===== config.mk =====
export PLATFORM = sky130hd
export DESIGN_NAME = fetch_unit
export DESIGN_NICKNAME = d
export VERILOG_FILES = /design/src/rtl/fetch_unit.sv
export SDC_FILE = /design/constraint.sdc
export NUM_CORES = 1
export LEC_CHECK = 0
export ABC_AREA = 1
export BUFFER_PORTS_ARGS = -buffer_cell sky130_fd_sc_hd__buf_2
export CAP_MARGIN = 10
export CORE_ASPECT_RATIO = 1.75
export CORE_MARGIN = 5
export CORE_UTILIZATION = 30
export CTS_BUF_LIST = sky130_fd_sc_hd__clkbuf_4
export DETAILED_ROUTE_END_ITERATION = 10
export PLACE_DENSITY_LB_ADDON = 0.05
export SYNTH_ARGS = -nofsm -noshare
export SYNTH_HDL_FRONTEND = slang
export SYNTH_SLANG_ARGS = --single-unit

===== constraint.sdc =====
create_clock -name clk -period 3.3 [get_ports clk]
set_clock_uncertainty 0.05 [all_clocks]
set_input_delay 0.165 -clock clk [delete_from_list [all_inputs] [get_ports clk]]
set_output_delay 0.165 -clock clk [all_outputs]
set_load 0.01 [all_outputs]

===== src/rtl/fetch_unit.sv =====
// Instruction fetch stage. Keeps at most one read in flight to instruction
// memory and holds each returned word for decode. Handles flush and halt.
module fetch_unit #(
  parameter int PC_W    = 4,
  parameter int INSTR_W = 16
) (
  input  logic               clk,
  input  logic               rst_n,
  input  logic [PC_W-1:0]    pc_in,
  output logic               pc_en,
  input  logic               flush,
  input  logic               halt,
  output logic               imem_req,
  output logic [PC_W-1:0]    imem_addr,
  input  logic               imem_rvalid,
  input  logic [INSTR_W-1:0] imem_rdata,
  output logic               instr_valid,
  input  logic               instr_ready,
  output logic [INSTR_W-1:0] instr_out,
  output logic [PC_W-1:0]    instr_pc,
  output logic [1:0]         state_dbg
);

  typedef enum logic [1:0] {
    ISSUE = 2'd0,
    WAIT  = 2'd1,
    HOLD  = 2'd2,
    DRAIN = 2'd3
  } state_t;

  state_t          state, state_nxt;
  logic [PC_W-1:0] issued_pc;

  assign state_dbg = state;

  // Decode handshake: a word moves to decode on a cycle where instr_valid=1,
  // instr_ready=1 and flush=0. Once raised, instr_valid stays high, with
  // instr_out/instr_pc stable, until that transfer happens or a flush cancels it.
  always_comb begin
    state_nxt   = state;
    imem_req    = 1'b0;
    imem_addr   = pc_in;
    pc_en       = 1'b0;
    instr_valid = 1'b0;
    unique case (state)
      ISSUE: begin
        imem_req = rst_n && !halt && !flush;
        if (imem_req) state_nxt = WAIT;
      end
      WAIT: begin
        if (flush) begin
          state_nxt = imem_rvalid ? ISSUE : DRAIN;
        end else if (imem_rvalid) begin
          pc_en     = 1'b1;
          state_nxt = HOLD;
        end
      end
      HOLD: begin
        instr_valid = 1'b1;
        if (flush || instr_ready) state_nxt = ISSUE;
      end
      DRAIN: begin
        // The flushed read's data is dropped; flush here changes nothing.
        if (imem_rvalid) state_nxt = ISSUE;
      end
      default: state_nxt = ISSUE;
    endcase
  end

  always_ff @(posedge clk or negedge rst_n) begin
    if (!rst_n) begin
      state     <= ISSUE;
      issued_pc <= '0;
      instr_out <= '0;
      instr_pc  <= '0;
    end else begin
      state <= state_nxt;
      if (imem_req) issued_pc <= pc_in;
      // instr_pc comes from the address latched at issue, not the live pc_in.
      if (pc_en) begin
        instr_out <= imem_rdata;
        instr_pc  <= issued_pc;
      end
    end
  end

endmodule


==> Word-level counts from Yosys, hierarchy flattened <==
Cells that the tools add are included.
{ "classes": {"reduce_logical": 7, "eq_ne": 7, "n_mux": 12} }
{ "ops": {"columns": ["operator", "n"], "rows": [
  ["2-bit two-way mux", 6],
  ["2-bit case mux with 4 select lines", 1],
  ["2-bit inequality test (second input constant)", 3],
  ["1-bit two-way mux", 5],
  ["2-bit == test (second input constant)", 2],
  ["4-bit AND reduction", 1],
  ["3-bit inequality test (second input constant)", 1],
  ["2-bit by 1-bit == test with 1-bit output (second input constant)", 1],
  ["1-bit logical AND", 2],
  ["1-bit zero test", 2],
  ["2-bit zero test", 1],
  ["1-bit logical OR", 1]
]} }
{ "word_totals": {"register_bits": 26, "in_bits": 26, "wordCells": 30} }

==> Logic depth before layout (Yosys ltp) <==
{ "logic_depth": {"depth_word": 5, "depth_mapped": 7, "depth_no_buf": 6} }

==> Least setup slack after synthesis <==
No wires, ideal clock.
{ "synth_path": {"path_kind": "register to register", "start": "reg state[0] (netlist: state_dbg[0])", "end": "reg issued_pc[0]", "required_ps": 3124, "synth_period_minus_slack_ps": 1144, "arrival_ps": 968, "setup_ps": 126, "path_stages_with_launch": 5, "setup_slack_ps": 2156, "path_cell_list": "dfrtp_1 nor2_1 nand3_2 inv_2 o21ai_0"} }
{ "synth_between": {"elab_chain_len": 2} }
{ "synth_rtl": {"columns": ["item", "line_no", "rtl"], "rows": [
  ["start: declaration", "31", "state_t state, state_nxt;"],
  ["start signal: assignment", "77", "state <= state_nxt;"],
  ["2-bit zero test", "45", "unique case (state)"],
  ["1-bit two-way mux", "45", null],
  ["via imem_req", "13", "output logic imem_req,"],
  ["end signal: assignment", "78", "if (imem_req) issued_pc <= pc_in;"],
  ["end: declaration", "32", "logic [PC_W-1:0] issued_pc;"]
]} }
The timed path passes the listed nets, and every way through them passes these cells.
A chain may end at the register's enable or synchronous reset.

==> Worst setup path after layout <==
{ "layout_path": {"start": "reg state[1] (netlist: state_dbg[1])", "end": "out pc_en"} }
{ "layout_between": {"elab_chain_len": 2} }
{ "layout_rtl": {"columns": ["item", "line_no", "rtl"], "rows": [
  ["2-bit by 1-bit == test with 1-bit output", "45", null],
  ["1-bit two-way mux", "45", null],
  ["end: declaration", "10", "output logic pc_en,"]
]} }
No other way between the ends.

==> qor.csv <==
metric,value,unit
status,completed,
Tot Pwr,0.001183,W
worst path bufs/invs,3,
Synth cell types,15,
Final setup viols,0,
most frequent cell after synthesis,nand2_1,
DR vias,1034,
all-layer global routing usage,0.1147,
Placer Congestion,0.6963,
ys flop type,dfrtp_1,
Clock Tree Buf Depth,2,
max_cap viols,0,
mapped cell area,1120,um2
post-DP HPWL,1.945,mm
CP Cell Sequence,inv_1 -> nand3_2 -> inv_2 -> buf_2,
Yosys top cell area share,0.5810,
CP arrival,1880,ps
DR WL/cell,10.66,um
"delay-heaviest family, CP",buffers and inverters,
syn_nets,162,
Core Rows,29,
synth warn,0,
sequential area share after synthesis,0.5810,
Hold Crit Class,in2reg,
Area contributors post-synth,"dfrtp_1, nand2_1, buf_4, inv_1, buf_6",
RSZ-0062 raised after global routing,false,
number of remaining DRC errors,0,
Critical Path Start Type,flop,
slew margin rel.,0.5878,
Initial Utilization,0.3086,
Final Cell Area,1612,um2
Root Driver,clkbuf_4,
layout cells sized above 1,0.3010,
Initial DRC Count,12,
maximum VDD drop,0.3082,mV
TNS Setup,0,ps
initial antenna violation count,0,
I/O pins,55,
via count of the first global-routing pass,1075,
Tmin final,2092,ps
clock sinks,26,
fmax,0.4780,GHz
P_leak,0.9448,nW
Yosys top cell by area,dfrtp_1,
final hold viol count,0,
Crit. End Element,output pin,
total gr overflow,0,
final antenna-violating net count,0,
CP max FO,22,
die width,56.19,um
DR pass1 iterations,4,
critical path data required time,3080,ps
DP Worst Slack,1508,ps
area grow syn2layout,43.91,%
largest net degree at the start of global routing,29,
PwrDens,734.3,nW/um2
n_diodes,0,
list of most frequent post-synthesis cells,"nand2_1, dfrtp_1, inv_1",
Final WS setup,1208,ps
max incr delay on CP,430,ps
Worst Tran Pin Value,618.3,ps
Hold Slack,18.57,ps
die area,5103,um2
register bit total from synthesis,26,
Port Buffers,54,
Worst-path clk slew,140,ps
number of synthesized flops with an enable pin,0,
DP Area,1385,um2
WS Path Type,reg2out,
Die Y,90.82,um
Vias per Instance,4.103,
Post-Synthesis Cells,136,
Syn Area/Cell,8.234,um2
Skew-Pair Late Insertion Delay,310,ps
core area,3628,um2
"Slew Viols, Final",0,
slowest CP cell,dfrtp_1,
Inserted Clock Buffers,3,
CTS tree,yes,
first-pass GRT wire length,4.830,mm
ys async rst share,1.000,
final wirelength,2.686,mm
final worst-path cycle share,0.6339,
H-tree lvl count,1,
Layout Nets,233,
[worst min-delay path: cells and delay by family]
kind	cells	cell delay (ps)
buffers and inverters	1	80
AO/OA/AOI/OAI	1	60
AND/OR/NAND/NOR	1	50
[worst paths after layout]
check	endpoint	slack, ps	depth (start not counted)	from
min reg2reg	instr_out[3]$_DFFE_PN0P_	440	2	instr_out[3]$_DFFE_PN0P_
max in group asynchronous	state_dbg[0]$_DFFE_PN0P_	2460	2	rst_n
min in group asynchronous	instr_out[2]$_DFFE_PN0P_	320	2	rst_n
min	issued_pc[0]$_DFFE_PN0P_	20	3	pc_in[0]
max reg2reg	instr_out[5]$_DFFE_PN0P_	1670	5	state_dbg[1]$_DFFE_PN0P_
max	pc_en	1210	4	state_dbg[1]$_DFFE_PN0P_
[kinds of logic (layout without fill, tap and decap cells)]
group | after synthesis | in the layout | share of synthesized area
AND/OR/NAND/NOR | 89 | 89 | 0.3151
flip-flops | 26 | 26 | 0.5810
buffers and inverters | 17 | 87 | 0.08604
AO/OA/AOI/OAI | 4 | 4 | 0.01787
[cell usage in the layout, fill, tap and decap left out, types with 2 or more instances in the layout]
cell type      count
inv_2              2
nand2_1           78
dlygate4sd3_1     20
o21ai_0            2
buf_2             54
inv_1              7
nor2_1             6
nand3_2            2
dfrtp_1           26
clkbuf_4           3
[layer usage]
layer  up-vias  GRT usage  share of wire
met4         0    0.04158         0.0097
met3         2    0.02718          0.073
met1       448     0.1380           0.43
li1        544          -              -
met2        40     0.1953           0.48
met5         -          0              0
[flip-flops by register name, indices dropped and copies added, names as in the netlist]
name / cells
state_dbg: 2
issued_pc: 4
instr_pc: 4
instr_out: 16
[report_power, final]
group	switching [W]	total [W]	internal [W]	leakage, nW
sequential	0.0000833	0.000558	0.000474	0.326
clock	0.0000902	0.000134	0.0000442	0.0154
combinational	0.000280	0.000491	0.000211	0.604
total	0.000454	0.00118	0.000729	0.945
[repair_timing]
item                                   in CTS  in global routing
hold buffers                               20                  0
gates resized for setup                     0                  0
endpoints found under the hold margin      45                  0
buffers inserted                            0                  0
[final cells by class]
| type | instances | area (um2) |
|---|---|---|
| repair buffers | 74 | 470.5 |
| well taps | 46 | 57.56 |
| inverters | 9 | 33.78 |
| fillers | 398 | 2017 |
| clock inverters | 1 | 3.754 |
| clock buffers | 3 | 22.52 |
| flip-flops and latches | 26 | 650.6 |
| multi-input cells | 93 | 372.9 |
[through the flow]
step,util,cells
2_1_floorplan,-,136
5_1_grt,0.4441,252
3_3_place_gp,0.3817,228
6_report,0.4441,252
4_1_cts,0.4441,252
3_5_place_dp,0.3817,228
Power figures use the tool's default switching activity.
